===== config.mk =====
export PLATFORM = sky130hd
export DESIGN_NAME = fetch_stage
export DESIGN_NICKNAME = d
export VERILOG_FILES = /design/src/rtl/mips_pkg.sv /design/src/rtl/if_id_reg.sv /design/src/rtl/fetch_stage.sv
export SDC_FILE = /design/constraint.sdc
export NUM_CORES = 1
export LEC_CHECK = 0
export BUFFER_PORTS_ARGS = -buffer_cell sky130_fd_sc_hd__buf_2
export CAP_MARGIN = 0
export CORE_MARGIN = 4
export CORE_UTILIZATION = 49
export DETAILED_ROUTE_END_ITERATION = 6
export GPL_ROUTABILITY_DRIVEN = 0
export PLACE_DENSITY = 0.85
export SYNTH_ARGS = -nofsm -noshare
export SYNTH_HDL_FRONTEND = slang
export SYNTH_SLANG_ARGS = --single-unit

===== constraint.sdc =====
create_clock -name clk -period 1.9 [get_ports clk]
set_clock_uncertainty 0.1 [all_clocks]
set_input_delay 0.095 -clock clk [delete_from_list [all_inputs] [get_ports clk]]
set_output_delay 0.095 -clock clk [all_outputs]
set_load 0.1 [all_outputs]

===== src/rtl/mips_pkg.sv =====
// Shared definitions for the MIPS pipeline: PC-source encodings, nop word,
// fetch-stage state encoding and the IF/ID payload layout.
package mips_pkg;

    localparam logic [1:0]  PCSRC_SEQ = 2'b00;
    localparam logic [1:0]  PCSRC_BR  = 2'b01;
    localparam logic [1:0]  PCSRC_JMP = 2'b10;
    localparam logic [31:0] NOP_INSTR = 32'h0000_0000;

    typedef enum logic [1:0] {
        FS_BOOT   = 2'd0,
        FS_FETCH  = 2'd1,
        FS_BUFFER = 2'd2
    } fetch_state_e;

    typedef struct packed {
        logic [31:0] instr;
        logic [31:0] pc4;
    } ifid_t;

endpackage


===== src/rtl/if_id_reg.sv =====
// IF/ID pipeline register: instruction + PC+4 + valid.
// Clear wins over enable and loads a bubble.
module if_id_reg
    import mips_pkg::*;
(
    input  logic  clk,
    input  logic  reset,
    input  logic  i_en,
    input  logic  i_clr,
    input  ifid_t i_d,
    output ifid_t o_q,
    output logic  o_valid
);

    ifid_t r_q;
    logic  r_valid;

    always_ff @(posedge clk or negedge reset) begin
        if (!reset) begin
            r_q     <= '{instr: NOP_INSTR, pc4: 32'h0};
            r_valid <= 1'b0;
        end else if (i_clr) begin
            r_q     <= '{instr: NOP_INSTR, pc4: 32'h0};
            r_valid <= 1'b0;
        end else if (i_en) begin
            r_q     <= i_d;
            r_valid <= 1'b1;
        end
    end

    assign o_q     = r_q;
    assign o_valid = r_valid;

endmodule


===== src/rtl/fetch_stage.sv =====
// Instruction-fetch stage: PC, imem handshake, one-entry fetch buffer and
// IF/ID register feeding decode. Jump target is formed from the IF/ID contents.
module fetch_stage
    import mips_pkg::*;
#(
    parameter logic [31:0] RESET_PC = 32'h0000_0000
) (
    input  logic        clk,
    input  logic        reset,
    input  logic [31:0] PCbranch_D,
    input  logic [1:0]  PC_src_D,
    input  logic        stall_FD,
    input  logic        flush_D,
    output logic        imem_req,
    output logic [31:0] imem_addr,
    input  logic        imem_ready,
    input  logic [31:0] imem_rdata,
    output logic [31:0] PC_F,
    output logic [31:0] instr_D,
    output logic [31:0] PCPlus4_D,
    output logic        valid_D
);

    fetch_state_e r_state, w_state_nxt;
    logic [31:0]  r_pc, w_pc_nxt, w_pc4, w_target;
    ifid_t        r_buf, w_avail_word, w_ifid;
    logic         w_accept, w_avail, w_redirect, w_buf_ld, w_ifid_en, w_ifid_clr;

    assign w_pc4      = r_pc + 32'd4;
    assign w_accept   = (r_state == FS_FETCH) && imem_ready;
    assign w_avail    = w_accept || (r_state == FS_BUFFER);
    assign w_redirect = (PC_src_D != PCSRC_SEQ) && !stall_FD;
    // Bit 1 of PC_src selects jump over branch; jump index comes from IF/ID.
    assign w_target   = PC_src_D[1] ? {PCPlus4_D[31:28], instr_D[25:0], 2'b00} : PCbranch_D;

    assign w_avail_word = (r_state == FS_BUFFER) ? r_buf : '{instr: imem_rdata, pc4: w_pc4};

    always_ff @(posedge clk or negedge reset) begin
        if (!reset) begin
            r_state <= FS_BOOT;
            r_pc    <= RESET_PC;
            r_buf   <= '{instr: NOP_INSTR, pc4: 32'h0};
        end else begin
            r_state <= w_state_nxt;
            r_pc    <= w_pc_nxt;
            if (w_buf_ld) r_buf <= '{instr: imem_rdata, pc4: w_pc4};
        end
    end

    always_comb begin
        w_state_nxt = r_state;
        w_pc_nxt    = r_pc;
        w_buf_ld    = 1'b0;
        w_ifid_en   = 1'b0;
        w_ifid_clr  = 1'b0;
        if (w_redirect) begin
            w_pc_nxt    = w_target;
            w_state_nxt = FS_FETCH;
            w_ifid_clr  = 1'b1;
        end else begin
            if (w_accept) w_pc_nxt = w_pc4;
            if (stall_FD || flush_D) begin
                // Hold or bubble IF/ID; a freshly accepted word parks in the buffer.
                w_ifid_clr = !stall_FD;
                if (w_accept) begin
                    w_buf_ld    = 1'b1;
                    w_state_nxt = FS_BUFFER;
                end else if (r_state == FS_BOOT) begin
                    w_state_nxt = FS_FETCH;
                end
            end else begin
                w_state_nxt = FS_FETCH;
                w_ifid_en   = w_avail;
                w_ifid_clr  = !w_avail;
            end
        end
    end

    if_id_reg u_if_id (
        .clk     (clk),
        .reset   (reset),
        .i_en    (w_ifid_en),
        .i_clr   (w_ifid_clr),
        .i_d     (w_avail_word),
        .o_q     (w_ifid),
        .o_valid (valid_D)
    );

    assign imem_req  = (r_state == FS_FETCH);
    assign imem_addr = r_pc;
    assign PC_F      = r_pc;
    assign instr_D   = w_ifid.instr;
    assign PCPlus4_D = w_ifid.pc4;

endmodule


# Word-level counts from Yosys, hierarchy flattened
# Index checks and enable logic that the tools add are counted.
# totals
out_inout_bits	130
register_bits	163
wordCells	40
in_bits	71
# op_classes
n_eq_ne	3
add_sub_neg	1
mux	19
n_reduce_logical	10
# op_table
operator	count
$mux 64	3
$mux 32	3
$add 32x3->32 const B	1
$mux 1	9
$mux 2	4
$reduce_bool 2->1	3
$ne 4x3->1 const B	1
$eq 2x1->1 const B	1
$eq 2x2->1 const B	1
$logic_and 1x1->1	2
$logic_not 1->1	2
$logic_not 2->1	1
$logic_or 1x1->1	2

# Longest topological paths before layout
# logic_depth
ltp_word	7
ltp_mapped	8
depth_no_buf	6

# Modules after synthesis
# Synthesis repeated with hierarchy kept, for this count alone.
# hier_totals
cells_unflattened	1017
hier_area_um2	8861.0
# by_module_without_submodules
mod	n_inst	seq_area_each_um2	cells_each	area_per_inst_um2
fetch_stage	1	2452.4	808	6223.5
if_id_reg	1	1626.6	209	2637.5

# Least setup slack after synthesis
# No wires, ideal clock.
# synth_timing
path_type	flip-flop to flip-flop
start	register r_pc[2], in the netlist PC_F[2]
end	register r_pc[16], in the netlist PC_F[16]
required_time_ns	1.663
synth_period_minus_slack_ns	2.537
path_slack_ns	-0.637
path_stages_with_launch	8
n_path_buf	1
arrival_ns	2.300
setup_time_ns	0.137
cell_sequence	dfrtp_1 > ha_1 > and4_1 > buf_2 > nand3_2 > nor4_1 > xnor2_1 > a21oi_1
# synth_between
elab_chain_cells	3
# synth_rtl
item	line_no	text
from (decl)	fetch_stage.sv:25	logic [31:0] r_pc, w_pc_nxt, w_pc4, w_target;
from (signal assigned)	fetch_stage.sv:45	r_pc <= w_pc_nxt;
$add 32x3->32	fetch_stage.sv:29	assign w_pc4 = r_pc + 32'd4;
$mux 32	fetch_stage.sv:61	if (w_accept) w_pc_nxt = w_pc4;
$mux 32	fetch_stage.sv:56	if (w_redirect) begin
# No other way between the ends. The select of a mux whose other input is x is not followed.
# A chain may end at the register's enable or synchronous reset.

# Worst setup path after layout
# layout_timing
start	register r_state[1]
end	register u_if_id.r_q (netlist bit u_if_id.o_q[59])
# layout_between
elab_chain_cells	7
elab_cells_between_ends	13
cone_classes	eq/ne (2); mux (7); reduce/logical (4)
# layout_rtl
item	line_no	text
from (decl)	fetch_stage.sv:24	fetch_state_e r_state, w_state_nxt;
from (signal assigned)	fetch_stage.sv:44	r_state <= w_state_nxt;
$eq 2x1->1	fetch_stage.sv:30	assign w_accept = (r_state == FS_FETCH) && imem_ready;
$logic_and 1x1->1	fetch_stage.sv:30	
$logic_or 1x1->1	fetch_stage.sv:31	assign w_avail = w_accept || (r_state == FS_BUFFER);
$logic_not 1->1	fetch_stage.sv:74	w_ifid_clr = !w_avail;
$mux 1	fetch_stage.sv:62	if (stall_FD || flush_D) begin
$mux 1	fetch_stage.sv:56	
$mux 64 / $reduce_bool 2->1 (equally long branches)	--	
to (signal assigned)	if_id_reg.sv:20	r_q <= '{instr: NOP_INSTR, pc4: 32'h0};
to (signal assigned)	if_id_reg.sv:23	r_q <= '{instr: NOP_INSTR, pc4: 32'h0};
to (signal assigned)	if_id_reg.sv:26	r_q <= i_d;
to (decl)	if_id_reg.sv:15	ifid_t r_q;
# Several ways; a longest one is shown, not always the timed one. The select of a mux whose other input is x is not followed.

==> flow_metrics.py <==
metrics = {
    "setup_path": {
        "cp-startpoint": "r_state[1]",
        "cp_top_family": "buffers and inverters",
        "regToRegStartpoint": "r_state[1]",
        "worstPathRequired_ns": 2.10,
        "path_buf_inv": 2,
        "critPathLaunchType": "register",
        "crit_path_end_kind": "register",
        "crit_chain": "and3b_1 > buf_4 > o21ai_2 > buf_12 > o21ai_0",
        "slowest_delay_ns": 0.40,
        "cp_slowest_cell": "dfrtp_1",
        "worstPathMaxFanout": 31,
        "crit_type": "reg -> reg",
        "arrival_ns": 2.05,
    },
    "grt": {
        "antenna_found_initial": 0,
        "grt_pass1_vias": 7194,
        "grt_max_degree": 63,
        "globalRouteOverflowTotal": 0,
        "grtUsageTotal_pct": 25.8,
        "grt_pass1_wl_um": 37600,
    },
    "pwr": {
        "ir_worst_vdd_mv": 0.686,
        "total_power_w": 0.0120,
        "pwr_density_cell_nw_per_um2": 1100,
        "p_leak_nw": 4.88,
    },
    "timing": {
        "fmax_ghz": 0.540,
        "worst_pin_slew_ns": 0.693,
        "rsz0062_at_grt": "false",
        "hold_violations": 0,
        "tns_ns": 0,
        "post-route-period-util_pct": 97.4,
        "drv_slew": 0,
        "setup_viol": 0,
        "max_slew_margin_pct": 53.8,
        "finalCriticalPeriod_ns": 1.85,
    },
    "finish": {
        "multi_input_area_um2": 3690,
        "fin_nets": 1118,
        "final_util_pct": 68.0,
        "fill_cells": 1150,
        "register_area_um2": 4170,
        "final_layout_size_suffix_gt1_share_pct": 35.5,
        "antenna_cells": 0,
        "area_growth_pct": 34.1,
        "fin_cells": 1275,
    },
    "routing": {
        "drtPass1Iterations": 5,
        "wl_um": 23800,
        "ant_nets": 0,
        "drc": 0,
        "post_drt_wl_per_cell_um": 18.7,
        "vias_per_cell": 5.55,
        "num_vias": 7077,
        "drt_iter0_drc": 505,
    },
    "status": {
        "status": "finished, final reports clean",
    },
    "hold_path": {
        "hold_class": "in -> reg",
        "hp-start": "PCbranch_D[31]",
    },
    "logic_synthesis": {
        "syn-cell-area_um2": 8170,
        "syn-num-nets": 872,
        "synth_warnings": 0,
        "syn_area_per_cell_um2": 10.2,
        "synth_area_leader_cell": "dfrtp_1",
        "synth_area_leaders": "dfrtp_1 50%, mux2_2 4.8%, mux2i_1 4.7%, o21ai_0 4.4%, nand2_1 4.4%",
        "ys_ff_latch": 163,
        "synth-async-reset-ratio_pct": 100,
        "yosysMostFrequentCell": "dfrtp_1",
        "synth_top_area_share_pct": 49.9,
        "synth-edff-count": 0,
        "synthTopCellsByCount": "163 x dfrtp_1, 95 x nand2_1, 72 x o21ai_0",
        "synth_cells": 800,
        "ys_types": 44,
        "seq_area_frac_synth_pct": 49.9,
        "ys.flop_type": "dfrtp_1",
    },
    "die": {
        "chipWidth_um": 137,
        "initial_core_util_pct": 50.7,
        "num_rows": 46,
        "pin_count": 201,
        "core_area_um2": 16100,
        "chipHeight_um": 137,
        "die_area_um2": 18800,
    },
    "placed_design": {
        "dp_hpwl_um": 16100,
        "dp.cells": 1175,
        "port_buffers": 200,
    },
    "clock_network": {
        "cts_tree": "yes",
        "cts.path.max_buffers": 2,
        "cts-root-buf": "clkbuf_16",
        "cts_made_buffers": 17,
        "cts_num_sinks": 163,
        "h-tree-depth": 4,
        "clk_pin_slew_ns": 0.06,
        "clkLatencyLatePin_ns": 0.42,
    },
    "flow_run": {
        "drv_cap": 0,
    },
}
[sequential cells by signal, indices dropped and copies added, names as in the netlist]
signal / flops
PC_F: 32
r_buf: 64
r_state: 2
u_if_id.o_q: 64
u_if_id.o_valid: 1
[path summary, 6_finish.rpt]
| path | to | slack [ns] | depth (start not counted) |
|---|---|---|---|
| max | u_if_id.o_q[59] | 0.05 | 5 |
| min in group asynchronous | r_buf[38] | 0.11 | 2 |
| min reg2reg | u_if_id.o_valid | 0.38 | 2 |
| min | PC_F[31] | 0.04 | 4 |
| max reg2reg | u_if_id.o_q[59] | 0.05 | 5 |
| max in group asynchronous | PC_F[20] | 0.90 | 3 |
[routing by layer]
metal  global-route usage, %  part of all wire, %  up-vias  routed length [um]
met5                       0                    0        -                   0
met4                    14.0                  4.5        0                1070
met3                    4.67                  6.6       80                1560
met2                    41.6                   49      324               11800
met1                    32.9                   39     3391                9400
li1                        -                    -     3282                   -
[cells in the final DEF, fill, tap and decap left out, types with 2 or more instances in the layout]
| master | instances |
|---|---|
| nand4_1 | 17 |
| and3_1 | 5 |
| xor2_1 | 37 |
| dfrtp_4 | 20 |
| nor2_2 | 2 |
| nand3_4 | 3 |
| nor2b_1 | 27 |
| clkinv_2 | 2 |
| mux2_2 | 35 |
| dfrtp_1 | 133 |
| nand2_2 | 3 |
| nand2b_1 | 3 |
| a32oi_1 | 7 |
| nor4_1 | 2 |
| clkinvlp_4 | 3 |
| buf_12 | 8 |
| dlygate4sd3_1 | 64 |
| mux2i_1 | 38 |
| buf_4 | 44 |
| a211oi_1 | 27 |
| nor2_1 | 20 |
| a22o_1 | 3 |
| o21ai_1 | 25 |
| buf_6 | 2 |
| nor4_4 | 6 |
| bufinv_16 | 6 |
| nor3_1 | 10 |
| dfrtp_2 | 10 |
| nor4_2 | 2 |
| and4_1 | 2 |
| a21oi_1 | 35 |
| nand2_1 | 93 |
| clkbuf_16 | 17 |
| xnor2_1 | 18 |
| xor2_2 | 2 |
| a22oi_1 | 15 |
| o21ai_0 | 70 |
| nand3_1 | 22 |
| buf_2 | 199 |
| a31oi_1 | 2 |
[tightest hold or removal path, stage by stage]
cell      delay [ns]
buf_2           0.07
nor2b_1         0.14
a211oi_1        0.08
a21oi_1         0.13
[per-stage QoR]
step	area, um^2	setup WS, ns	hold slack, ns
floorplan	8330	-0.133	-0.301
global route	11000	0.000379	0.0398
detailed placement	9580	0.0270	0.0118
CTS	10900	0.0406	0.00444
finish	11000	0.0497	0.0367
global placement	9580	0.0999	0.00425
[layout make-up]
class	instances	share of cell area (%)
Clock buffer	19	4.04
Clock inverter	13	2.10
Inverter	1	0.0343
Multi-Input combinational cell	546	33.7
Sequential cell	163	38.0
Tap cell	216	2.47
Timing Repair Buffer	317	19.6
[cells by family (layout without fill, tap and decap cells)]
logic type | Yosys count | count (layout) | share of synthesized area, %
xor gates and xnor gates | 57 | 57 | 6.11
adders and majority gates | 1 | 1 | 0.153
buffers and inverters | 91 | 350 | 6.02
and+or+nand+nor | 228 | 228 | 15.0
muxes | 73 | 73 | 9.48
AOI/OAI and AO/OA | 187 | 187 | 13.3
DFF | 163 | 163 | 49.9
[report_power, final]
group / switching [W] / internal, W
Clock: 0.00139 / 0.00250
Combinational: 0.00268 / 0.000977
Sequential: 0.000403 / 0.00406
[what timing repair did]
item | in CTS | in global routing
setup endpoints to repair | 1 | 25
gates resized for setup | 0 | 7
buffers inserted | 0 | 4
endpoints found under the hold margin | 204 | 0
hold buffers | 64 | 0
pin swaps | 1 | 4
No activity file was read; power rests on OpenSTA's default activity.
